===== config.mk =====
export PLATFORM = sky130hd
export DESIGN_NAME = serial_parity_rx
export DESIGN_NICKNAME = d
export VERILOG_FILES = /design/src/rtl/serial_parity_pkg.sv /design/src/rtl/sync_2ff.sv /design/src/rtl/serial_parity_rx.sv
export SDC_FILE = /design/constraint.sdc
export NUM_CORES = 1
export LEC_CHECK = 0
export ABC_CLOCK_PERIOD_IN_PS = 1600
export CAP_MARGIN = 10
export CORE_MARGIN = 8
export CORE_UTILIZATION = 45
export CTS_CLUSTER_DIAMETER = 200
export DETAILED_ROUTE_END_ITERATION = 10
export MAX_ROUTING_LAYER = met4
export PLACE_DENSITY = 0.67
export SLEW_MARGIN = 20
export SYNTH_ARGS = -nofsm -noshare
export SYNTH_HDL_FRONTEND = slang
export SYNTH_SLANG_ARGS = --single-unit

===== constraint.sdc =====
create_clock -name clk -period 1.6 [get_ports clk]
set_input_delay 0.24 -clock clk [delete_from_list [all_inputs] [get_ports clk]]
set_output_delay 0.24 -clock clk [all_outputs]
set_load 0.05 [all_outputs]

===== src/rtl/serial_parity_pkg.sv =====
// Shared definitions for the 4-bit even-parity serial link (rx and tx sides).
package serial_parity_pkg;

    localparam int unsigned FRAME_DATA_BITS = 4;
    localparam logic        PARITY_EVEN     = 1'b0;

    // Position of each bit within a frame, in transmission order.
    localparam int unsigned BIT_START  = 0;
    localparam int unsigned BIT_D0     = 1;
    localparam int unsigned BIT_D3     = 4;
    localparam int unsigned BIT_PARITY = 5;
    localparam int unsigned BIT_STOP   = 6;

    typedef enum logic [2:0] {
        RX_IDLE,
        RX_START,
        RX_DATA,
        RX_PARITY,
        RX_STOP,
        RX_BREAK
    } rx_state_t;

endpackage


===== src/rtl/sync_2ff.sv =====
// Two-flop synchronizer; resets to 1 so an idle serial line reads as idle.
module sync_2ff (
    input  logic clk,
    input  logic rst_n,
    input  logic d_i,
    output logic q_o
);

    logic meta_q;
    logic sync_q;

    // Shift the asynchronous input through two flops.
    always_ff @(posedge clk or negedge rst_n) begin
        if (!rst_n) begin
            meta_q <= 1'b1;
            sync_q <= 1'b1;
        end else begin
            meta_q <= d_i;
            sync_q <= meta_q;
        end
    end

    assign q_o = sync_q;

endmodule


===== src/rtl/serial_parity_rx.sv =====
// Receiver for 4-bit even-parity frames: start, d0..d3 (LSB first), p, stop.
//
// state     | meaning
// ----------+-----------------------------------------------------------
// RX_IDLE   | line idle, waiting for sin_s low
// RX_START  | half a bit into the start bit; high at sample = glitch
// RX_DATA   | sampling d0..d3 at mid-bit into the shift register
// RX_PARITY | sampling the parity bit
// RX_STOP   | sampling the stop bit, then publishing the word next edge
// RX_BREAK  | stop bit was 0; wait for the line to return high
module serial_parity_rx
    import serial_parity_pkg::*;
#(
    parameter int unsigned CLKS_PER_BIT = 4
) (
    input  logic       clk,
    input  logic       rst_n,
    input  logic       sin,
    output logic [3:0] data,
    output logic       data_valid,
    output logic       parity_err,
    output logic       frame_err,
    output logic       busy
);

    localparam int unsigned CW   = $clog2(CLKS_PER_BIT);
    localparam int unsigned HALF = CLKS_PER_BIT / 2;
    localparam int unsigned DW   = $clog2(FRAME_DATA_BITS);

    logic                       sin_s;
    rx_state_t                  state_q, state_d;
    logic [CW-1:0]              cnt_q, cnt_d;
    logic [2:0]                 fbit_q, fbit_d;
    logic [FRAME_DATA_BITS-1:0] shreg_q, shreg_d;
    logic                       par_q, par_d;
    logic                       stop_q, stop_d;
    logic                       pend_q, pend_d;
    logic [3:0]                 data_q, data_d;
    logic                       dv_q, dv_d;
    logic                       perr_q, perr_d;
    logic                       ferr_q, ferr_d;
    logic                       half_hit;
    logic                       bit_hit;
    logic [DW-1:0]              didx;

    sync_2ff u_sync (
        .clk   (clk),
        .rst_n (rst_n),
        .d_i   (sin),
        .q_o   (sin_s)
    );

    assign half_hit = (cnt_q == CW'(HALF - 1));
    assign bit_hit  = (cnt_q == CW'(CLKS_PER_BIT - 1));
    assign didx     = DW'(fbit_q - 3'(BIT_D0));

    // Register all FSM, datapath and output state.
    always_ff @(posedge clk or negedge rst_n) begin
        if (!rst_n) begin
            state_q <= RX_IDLE;
            cnt_q   <= '0;
            fbit_q  <= 3'(BIT_START);
            shreg_q <= '0;
            par_q   <= 1'b0;
            stop_q  <= 1'b1;
            pend_q  <= 1'b0;
            data_q  <= 4'b0000;
            dv_q    <= 1'b0;
            perr_q  <= 1'b0;
            ferr_q  <= 1'b0;
        end else begin
            state_q <= state_d;
            cnt_q   <= cnt_d;
            fbit_q  <= fbit_d;
            shreg_q <= shreg_d;
            par_q   <= par_d;
            stop_q  <= stop_d;
            pend_q  <= pend_d;
            data_q  <= data_d;
            dv_q    <= dv_d;
            perr_q  <= perr_d;
            ferr_q  <= ferr_d;
        end
    end

    // Next-state, mid-bit sampling and frame-end output update.
    always_comb begin
        state_d = state_q;
        cnt_d   = cnt_q;
        fbit_d  = fbit_q;
        shreg_d = shreg_q;
        par_d   = par_q;
        stop_d  = stop_q;
        pend_d  = pend_q;
        data_d  = data_q;
        dv_d    = 1'b0;
        perr_d  = perr_q;
        ferr_d  = ferr_q;

        case (state_q)
            RX_IDLE: begin
                cnt_d  = '0;
                fbit_d = 3'(BIT_START);
                pend_d = 1'b0;
                if (!sin_s) begin
                    state_d = RX_START;
                end
            end
            RX_START: begin
                if (half_hit) begin
                    cnt_d = '0;
                    if (sin_s) begin
                        state_d = RX_IDLE;
                    end else begin
                        state_d = RX_DATA;
                        fbit_d  = 3'(BIT_D0);
                    end
                end else begin
                    cnt_d = cnt_q + CW'(1);
                end
            end
            RX_DATA: begin
                if (bit_hit) begin
                    cnt_d         = '0;
                    shreg_d[didx] = sin_s;
                    if (fbit_q == 3'(BIT_D3)) begin
                        state_d = RX_PARITY;
                        fbit_d  = 3'(BIT_PARITY);
                    end else begin
                        fbit_d = fbit_q + 3'd1;
                    end
                end else begin
                    cnt_d = cnt_q + CW'(1);
                end
            end
            RX_PARITY: begin
                if (bit_hit) begin
                    cnt_d   = '0;
                    par_d   = sin_s;
                    state_d = RX_STOP;
                    fbit_d  = 3'(BIT_STOP);
                end else begin
                    cnt_d = cnt_q + CW'(1);
                end
            end
            RX_STOP: begin
                // Stop is sampled first; the word is published one edge later.
                if (pend_q) begin
                    pend_d  = 1'b0;
                    data_d  = shreg_q;
                    perr_d  = ((^shreg_q) ^ par_q) != PARITY_EVEN;
                    ferr_d  = ~stop_q;
                    dv_d    = 1'b1;
                    state_d = stop_q ? RX_IDLE : RX_BREAK;
                end else if (bit_hit) begin
                    cnt_d  = '0;
                    stop_d = sin_s;
                    pend_d = 1'b1;
                end else begin
                    cnt_d = cnt_q + CW'(1);
                end
            end
            RX_BREAK: begin
                cnt_d = '0;
                if (sin_s) begin
                    state_d = RX_IDLE;
                end
            end
            default: begin
                state_d = RX_IDLE;
                cnt_d   = '0;
            end
        endcase
    end

    assign data       = data_q;
    assign data_valid = dv_q;
    assign parity_err = perr_q;
    assign frame_err  = ferr_q;
    assign busy       = (state_q != RX_IDLE);

endmodule


==> results.sh, run 1 <==
export IMPL_status="completed"
export IMPL_path_clk_slew_ps=140
export IMPL_io_buffers=10
export IMPL_end_kind="output port"
export IMPL_worstPathMaxFanout=2
export IMPL_fmax_mhz=639
export IMPL_ios=11
export IMPL_fin_tns_setup_ps=0
export IMPL_synth_seq_cells=24
export IMPL_ys_flop_type="dfrtp_1"
export IMPL_grt_max_degree=25
export IMPL_die_area_um2=5090
export IMPL_syn_area_um2=1380
export IMPL_avgSynthCellArea_um2=11.2
export IMPL_ir_drop_v=0.000765
export IMPL_setup_viol=0
export IMPL_hold_buffers=0
export IMPL_gr_total_overflow=0
export IMPL_remaining_drc_errors=0
export IMPL_slew_headroom_pct=78.3
export IMPL_rows=20
export IMPL_critPathLaunchType="flop"
export IMPL_grt_first_pass_wirelength_um=4400
export IMPL_core_um2=2980
export IMPL_synthCells=123
export IMPL_drt_initial_drc_count=33
export IMPL_numCtsBuffers=3
export IMPL_worstMarginPinSlew_ps=321
export IMPL_cts_tree="done"
export IMPL_min_path_type="in2async"
export IMPL_vias=925
export IMPL_p_per_area_nw_per_um2=1630
export IMPL_first_pass_iters=4
export IMPL_grt_total_usage_pct=10.7
export IMPL_drt_wl_total_um=2520
export IMPL_diodes=0
export IMPL_wl_per_cell_um=14.4
export IMPL_first_global_vias=968
export IMPL_area_growth_pct=17.0
export IMPL_worstSkewPairLatency_ps=320
export IMPL_leakagePower_nw=0.772
export IMPL_die_y_um=71.3
export IMPL_seq_area_um2=608
export IMPL_viasPerCell=5.29
export IMPL_clock_path_buffers=2
export IMPL_final_nets=154
export IMPL_fin_total_pwr_w=0.00263
export IMPL_rsz0062_at_grt="false"
export IMPL_nFillCells=253
export IMPL_cts_root_buf="clkbuf_4"
export IMPL_reg2reg_slack_ps=90
export IMPL_synth_seq_area_share_pct=43.9
export IMPL_maxSlewViolCount=0
export IMPL_fp_dieW_um=71.3
export IMPL_synthesis_nets=134
export IMPL_antenna_found_initial=0
export IMPL_drv_cap=0
export IMPL_gp_congestion=0.863
export IMPL_ys_warn_count=0
export IMPL_clock_skew_ps=10.3
export IMPL_hpwl_um=1790
export IMPL_critical_path_class="reg2out"
export IMPL_async_flop_share_pct=100
export IMPL_ant_nets=0
export IMPL_cts_sinks=24
export IMPL_synth_cell_types=45
export IMPL_finalCriticalPeriod_ps=1570
export IMPL_initial_core_util_pct=46.3
export IMPL_htree_levels=1
export IMPL_synth_edf_count=0
export IMPL_hold_viol=0
export IMPL_multi_input_area_um2=717
export IMPL_drive_gt1_share_pct=31.0
export IMPL_fin_crit_sh_pct=97.8
export IMPL_required_ps=1360
export IMPL_cp_arrival_ps=1330
[cells in the final DEF (no fill, tap or decap), types with 2 or more instances in the layout]
| cell | instances |
|---|---|
| dfstp_2 | 3 |
| clkbuf_4 | 3 |
| dfrtp_1 | 18 |
| ha_1 | 7 |
| o21ai_0 | 2 |
| nor4b_1 | 2 |
| clkdlybuf4s50_1 | 2 |
| nor2_1 | 2 |
| mux2i_1 | 3 |
| nand2_1 | 24 |
| nor2b_1 | 2 |
| dfrtp_2 | 3 |
| buf_4 | 20 |
| mux2_4 | 2 |
| o21ai_1 | 3 |
| inv_1 | 5 |
| nor3b_1 | 2 |
| nand3b_1 | 2 |
| a21o_1 | 2 |
| o31ai_1 | 2 |
| mux2_1 | 5 |
| xnor2_1 | 2 |
[report_power, final]
group	internal (W)	switching, W	leakage (nW)
clock network	0.000253	0.000191	0.0279
logic	0.000647	0.000645	0.436
registers	0.000760	0.000134	0.308
total	0.00166	0.000970	0.772
[cell type report]
class	instances	share of cell area [%]
clock inverter	1	1.86
inverter	6	1.40
clock buffer	3	1.40
tap	33	2.56
timing repair buffer	22	10.6
multi-input combinational	86	44.5
sequential	24	37.7
[cells in the mapped netlist (all sizes together), types with 3 or more instances]
| library cell | n | area (µm²) |
|---|---|---|
| nand2 | 24 | 90.1 |
| dfrtp | 21 | 526 |
| ha | 8 | 100 |
| mux2 | 7 | 86.3 |
| buf | 6 | 45.0 |
| inv | 6 | 22.5 |
| o21ai | 5 | 25.0 |
| dfstp | 3 | 78.8 |
| mux2i | 3 | 30.0 |
| nand3b | 3 | 26.3 |
| nor2b | 3 | 26.3 |
| nor3b | 3 | 33.8 |
| nor4b | 3 | 41.3 |
[critical path, cell delays in order, from the launching register on]
cell	delay, ps
dfrtp_2	430
or3_1	380
buf_4	200
[what timing repair did]
| action | in CTS | in global routing |
|---|---|---|
| setup endpoints to repair | 1 | 7 |
| pin swaps | 0 | 1 |
| gates resized for setup | 3 | 3 |
| buffers inserted | 3 | 0 |
[metal layers]
metal / up-vias / part of all wire (%) / track usage [%]
met4: 0 / 1.8 / 3.23
met1: 437 / 48 / 13.1
met2: 19 / 45 / 16.9
met5: - / 0 / -
met3: 7 / 4.8 / 2.93
li1: 462 / - / -
[sequential cells by signal, indices dropped and copies added (netlist names)]
name	cells
frame_err	1
stop_q	1
parity_err	1
pend_q	1
state_q	3
u_sync.q_o	1
cnt_q	2
u_sync.meta_q	1
data	4
shreg_q	4
data_valid	1
fbit_q	3
par_q	1
[path summary, 6_finish.rpt]
check                         startpoint       endpoint  cells past startpoint
min in group clk                     sin  u_sync.meta_q                      1
hold reg to reg            u_sync.meta_q     u_sync.q_o                      0
hold / removal                     rst_n     data_valid                      2
max in group asynchronous          rst_n  u_sync.meta_q                      2
setup reg to reg                cnt_q[0]     state_q[0]                      4
setup / recovery              state_q[0]           busy                      2
[kinds of logic after synthesis]
| group | count (synthesis) | synth area share, % |
|---|---|---|
| flops | 24 | 43.9 |
| fa+ha+maj | 8 | 7.27 |
| simple gates | 45 | 20.6 |
| compound gates | 20 | 11.7 |
| xor+xnor | 3 | 2.91 |
| buf+inv | 13 | 5.18 |
| mux | 10 | 8.45 |
[through the flow]
step	setup slack [ps]	cells	hold WS, ps	utilization, %	area (µm²)
after floorplan	80.0	123	-55.6	-	1380
after global placement	66.0	168	352	51.0	1520
after detailed placement	32.9	168	349	51.0	1520
after CTS	20.1	175	257	53.6	1600
after global routing	8.02	175	285	54.1	1610
final	34.8	175	262	54.1	1610
No activity file was read; power rests on OpenSTA's default activity.
==> run 2: changes to the inputs <==
--- a/config.mk
+++ b/config.mk
@@ -5,7 +5,6 @@
 export SDC_FILE = /design/constraint.sdc
 export NUM_CORES = 1
 export LEC_CHECK = 0
-export ABC_CLOCK_PERIOD_IN_PS = 1600
 export CAP_MARGIN = 10
 export CORE_MARGIN = 8
 export CORE_UTILIZATION = 45
@@ -13,6 +12,7 @@
 export DETAILED_ROUTE_END_ITERATION = 10
 export MAX_ROUTING_LAYER = met4
 export PLACE_DENSITY = 0.67
+export SETUP_SLACK_MARGIN = 0.5
 export SLEW_MARGIN = 20
 export SYNTH_ARGS = -nofsm -noshare
 export SYNTH_HDL_FRONTEND = slang
==> results.sh, run 2 (synthesized netlist as in run 1, its figures left out) <==
export IMPL_first_pass_iters=4
export IMPL_io_buffers=10
export IMPL_clock_skew_ps=2.21
export IMPL_hpwl_um=1920
export IMPL_end_kind="output port"
export IMPL_p_per_area_nw_per_um2=1620
export IMPL_slew_headroom_pct=79.8
export IMPL_critical_path_class="reg2out"
export IMPL_hold_viol=0
export IMPL_crit_path_cell_trace="buf_6 -> or3_4 -> buf_12"
export IMPL_drt_wl_total_um=3000
export IMPL_fin_crit_sh_pct=99.8
export IMPL_antenna_found_initial=0
export IMPL_first_global_vias=1007
export IMPL_final_cell_mix="buf_4 (25), nand2_1 (20), dfrtp_1 (18)"
export IMPL_leakagePower_nw=0.949
export IMPL_wl_met2_um=1490
export IMPL_max_stage_delay_ps=430
export IMPL_cp_arrival_ps=1360
export IMPL_nFillCells=226
export IMPL_drv_cap=0
export IMPL_drt_met1_wl_um=1380
export IMPL_gp_congestion=0.833
export IMPL_drive_gt1_share_pct=51.6
export IMPL_finalWorstSetupSlack_ps=2.43
export IMPL_fin_total_pwr_w=0.00314
export IMPL_status="completed"
export IMPL_core_um2=2980
export IMPL_fp_dieW_um=71.3
export IMPL_path_delay_family="flip-flops"
export IMPL_hold_buffers=0
export IMPL_diodes=0
export IMPL_finalCriticalPeriod_ps=1600
export IMPL_wl_met3_um=119
export IMPL_worstSkewPairLatency_ps=310
export IMPL_rsz0062_at_grt="true"
export IMPL_ir_drop_v=0.00127
export IMPL_crit_slowest_cell="dfrtp_1"
export IMPL_min_path_type="in2async"
export IMPL_layout_commonest_cell="buf_4"
export IMPL_clock_path_buffers=2
export IMPL_initial_core_util_pct=46.3
export IMPL_rows=20
export IMPL_worstMarginPinSlew_ps=303
export IMPL_top_layer="met4"
export IMPL_cp_num_cells=3
export IMPL_cts_tree="done"
export IMPL_grt_max_degree=25
export IMPL_vias=1027
export IMPL_ant_nets=0
export IMPL_path_clk_slew_ps=140
export IMPL_wl_per_cell_um=15.6
export IMPL_grt_total_usage_pct=12.0
export IMPL_final_nets=171
export IMPL_setup_viol=0
export IMPL_maxSlewViolCount=0
export IMPL_required_ps=1360
export IMPL_remaining_drc_errors=0
export IMPL_worstPathMaxFanout=2
export IMPL_die_area_um2=5090
export IMPL_fmax_mhz=626
export IMPL_grt_first_pass_wirelength_um=4820
export IMPL_area_growth_pct=40.9
export IMPL_cts_root_buf="clkbuf_4"
export IMPL_numCtsBuffers=3
export IMPL_drt_initial_drc_count=36
export IMPL_gr_total_overflow=0
export IMPL_reg2reg_slack_ps=40
export IMPL_die_y_um=71.3
export IMPL_critPathLaunchType="flop"
export IMPL_htree_levels=1
export IMPL_ios=11
export IMPL_viasPerCell=5.35
export IMPL_cts_sinks=24
export IMPL_cp_buffers_inverters=2
export IMPL_reg2reg_depth=5
export IMPL_post_place_ws_ps=87.5
[run 2: worst register-to-register path: cells and delay by family, from the launching register on]
kind | cells | cell delay (ps)
flip-flops | 1 | 500
buffers and inverters | 2 | 330
multiplexers | 1 | 300
AND/OR/NAND/NOR | 1 | 250
AO/OA/AOI/OAI | 1 | 80
[run 2: cell type report]
cell class              count  area (µm²)  share of cell area, %
inverters                   6        25.0                   1.29
clock buffers               4        36.3                   1.87
multi-input cells          86         876                   45.1
repair buffers             39         352                   18.1
well taps                  33        41.3                   2.13
flip-flops and latches     24         611                   31.5
[run 2: timing repair]
item                                    in CTS  in global routing
buffers inserted                            17                  6
pin swaps                                    5                 11
endpoints found under the setup margin      29                 30
gates resized for setup                     19                 17
hold endpoints to repair                     0                  0
[run 2: per-stage QoR]
step | instances | util [%] | TNS (ps) | area (µm²) | hold slack (ps)
finish | 192 | 65.2 | 0 | 1940 | 255
global placement | 165 | 52.6 | 0 | 1570 | 346
detailed placement | 165 | 52.6 | 0 | 1570 | 347
CTS | 186 | 61.2 | 0 | 1820 | 271
global route | 192 | 65.2 | -32.4 | 1940 | 276
floorplan | 123 | - | 0 | 1460 | -55.6
[run 2: worst paths after layout]
kind,to,from
worst max-delay path,busy,state_q[0]
worst min-delay path,frame_err,rst_n
worst max register to register,state_q[0],state_q[1]
worst min register to register,u_sync.q_o,u_sync.meta_q
max in group asynchronous,u_sync.q_o,rst_n
min in group clk,u_sync.meta_q,sin
[run 2: where the power goes]
part / total, W / switching, W / internal (W)
Combinational: 0.00188 / 0.000838 / 0.00104
Sequential: 0.000926 / 0.000160 / 0.000766
Clock: 0.000330 / 0.000191 / 0.000139
[run 2: routing by layer]
layer	up-vias	track usage, %
met5	-	-
met4	0	3.23
met3	2	3.21
met2	15	19.7
met1	515	14.2
li1	495	-
==> run 3: changes to the inputs <==
--- a/config.mk
+++ b/config.mk
@@ -6,12 +6,14 @@
 export NUM_CORES = 1
 export LEC_CHECK = 0
 export CAP_MARGIN = 10
+export CELL_PAD_IN_SITES_DETAIL_PLACEMENT = 1
+export CELL_PAD_IN_SITES_GLOBAL_PLACEMENT = 1
 export CORE_MARGIN = 8
-export CORE_UTILIZATION = 45
+export CORE_UTILIZATION = 41
 export CTS_CLUSTER_DIAMETER = 200
 export DETAILED_ROUTE_END_ITERATION = 10
 export MAX_ROUTING_LAYER = met4
-export PLACE_DENSITY = 0.67
+export PLACE_DENSITY = 0.74
 export SETUP_SLACK_MARGIN = 0.5
 export SLEW_MARGIN = 20
 export SYNTH_ARGS = -nofsm -noshare
==> results.sh, run 3 (synthesized netlist as in run 1, its figures left out) <==
export IMPL_setup_viol=2
export IMPL_first_pass_iters=3
export IMPL_final_nets=176
export IMPL_leakagePower_nw=1.00
export IMPL_drv_cap=0
export IMPL_slew_headroom_pct=79.4
export IMPL_gr_total_overflow=0
export IMPL_path_delay_family="flip-flops"
export IMPL_timing_hold_ws_ps=264
export IMPL_hpwl_um=2160
export IMPL_fin_total_pwr_w=0.00348
export IMPL_min_path_type="in2async"
export IMPL_ios=11
export IMPL_initial_core_util_pct=41.9
export IMPL_diodes=0
export IMPL_cts_root_buf="clkbuf_4"
export IMPL_vias=1063
export IMPL_hold_viol=0
export IMPL_numCtsBuffers=3
export IMPL_rows=21
export IMPL_intPower_w=0.00215
export IMPL_clock_path_buffers=2
export IMPL_required_ps=1360
export IMPL_cp_buffers_inverters=2
export IMPL_ir_drop_v=0.000913
export IMPL_status="finished, violations left"
export IMPL_wl_per_cell_um=18.9
export IMPL_p_sw_w=0.00134
export IMPL_ant_nets=0
export IMPL_drive_gt1_share_pct=64.6
export IMPL_path_clk_slew_ps=150
export IMPL_grt_total_usage_pct=14.6
export IMPL_grt_max_degree=25
export IMPL_die_y_um=74.0
export IMPL_drt_wl_total_um=3980
export IMPL_fin_tns_setup_ps=-53.0
export IMPL_cp_num_cells=3
export IMPL_p_clk_share_pct=9.6
export IMPL_crit_slowest_cell="dfrtp_1"
export IMPL_clock_skew_ps=14.4
export IMPL_fp_dieW_um=74.0
export IMPL_end_kind="output port"
export IMPL_fmax_mhz=607
export IMPL_htree_levels=1
export IMPL_antenna_found_initial=0
export IMPL_max_stage_delay_ps=450
export IMPL_fin_crit_sh_pct=103
export IMPL_core_um2=3280
export IMPL_p_per_area_nw_per_um2=1640
export IMPL_critical_path_class="reg2out"
export IMPL_nFillCells=325
export IMPL_remaining_drc_errors=0
export IMPL_rsz0062_at_grt="true"
export IMPL_finalCriticalPeriod_ps=1650
export IMPL_final_cell_mix="buf_6 (20), buf_4 (19), dfrtp_1 (17)"
export IMPL_p_sw_share_pct=38.3
export IMPL_worstPathMaxFanout=3
export IMPL_cts_sinks=24
export IMPL_die_area_um2=5470
export IMPL_gp_congestion=0.758
export IMPL_worstSkewPairLatency_ps=320
export IMPL_pwr_share_seq_pct=27.5
export IMPL_failed_checks="negative setup slack"
export IMPL_finalWorstSetupSlack_ps=-48.0
export IMPL_p_comb_share_pct=63.0
export IMPL_cts_tree="done"
export IMPL_grt_first_pass_wirelength_um=6030
export IMPL_maxSlewViolCount=0
export IMPL_reg2reg_depth=6
export IMPL_layout_commonest_cell="buf_6"
export IMPL_io_buffers=10
export IMPL_cp_arrival_ps=1410
export IMPL_worstMarginPinSlew_ps=309
export IMPL_first_global_vias=1182
export IMPL_drt_initial_drc_count=46
export IMPL_viasPerCell=5.06
export IMPL_area_growth_pct=53.9
export IMPL_crit_path_cell_trace="buf_6 -> or3_4 -> buf_12"
export IMPL_critPathLaunchType="flop"
## run 3: cell types whose count changed in the layout (fill, tap and decap cells not counted), sizes merged
cell / delta
buf: +4
bufbuf: +1
## run 3: path summary, 6_finish.rpt
| check | to | startpoint | slack [ps] |
|---|---|---|---|
| hold / removal | shreg_q[0] | rst_n | 260 |
| setup / recovery | busy | state_q[0] | -50 |
| setup reg to reg | stop_q | state_q[0] | 0 |
| hold reg to reg | u_sync.q_o | u_sync.meta_q | 370 |
| max in group asynchronous | stop_q | rst_n | 1040 |
| min in group clk | u_sync.meta_q | sin | 300 |
## run 3: layout make-up
type                       count  area [µm²]  area share [%]
tap                           46        57.6            2.72
multi-input combinational     86         933            44.0
inverter                       6        25.0            1.18
sequential                    24         612            28.9
clock buffer                   4        36.3            1.71
timing repair buffer          44         455            21.5
## run 3: through the flow
| stage | cell area, µm² | utilization (%) | setup WS, ps | cells |
|---|---|---|---|---|
| detailed placement | 1590 | 48.4 | 73.2 | 179 |
| finish | 2120 | 64.5 | -48.0 | 210 |
| floorplan | 1460 | - | 244 | 123 |
| global route | 2120 | 64.5 | -83.1 | 210 |
| CTS | 1890 | 57.5 | -15.3 | 199 |
| global placement | 1590 | 48.4 | 125 | 179 |
## run 3: metal layers
layer	vias to the layer above	GRT usage, %	part of all wire, %
met5	-	-	0
met4	0	3.55	0.88
met3	2	2.43	2.8
met2	9	25.3	52
met1	538	17.2	44
li1	514	-	-
## run 3: power groups by stage
stage / combinational, W / sequential [W] / clock [W]
floorplan: 0.00109 / 0.000902 / 0
global placement: 0.00126 / 0.00100 / 0
detailed placement: 0.00129 / 0.00101 / 0
CTS: 0.00182 / 0.000932 / 0.000337
global route: 0.00234 / 0.000977 / 0.000368
finish: 0.00219 / 0.000956 / 0.000333
## run 3: repair_timing
action,in CTS,in global routing
gates cloned,1,0
setup buffers,15,11
hold buffers,0,0
pin swaps,11,23
gates resized for setup,31,36
endpoints found under the setup margin,30,30
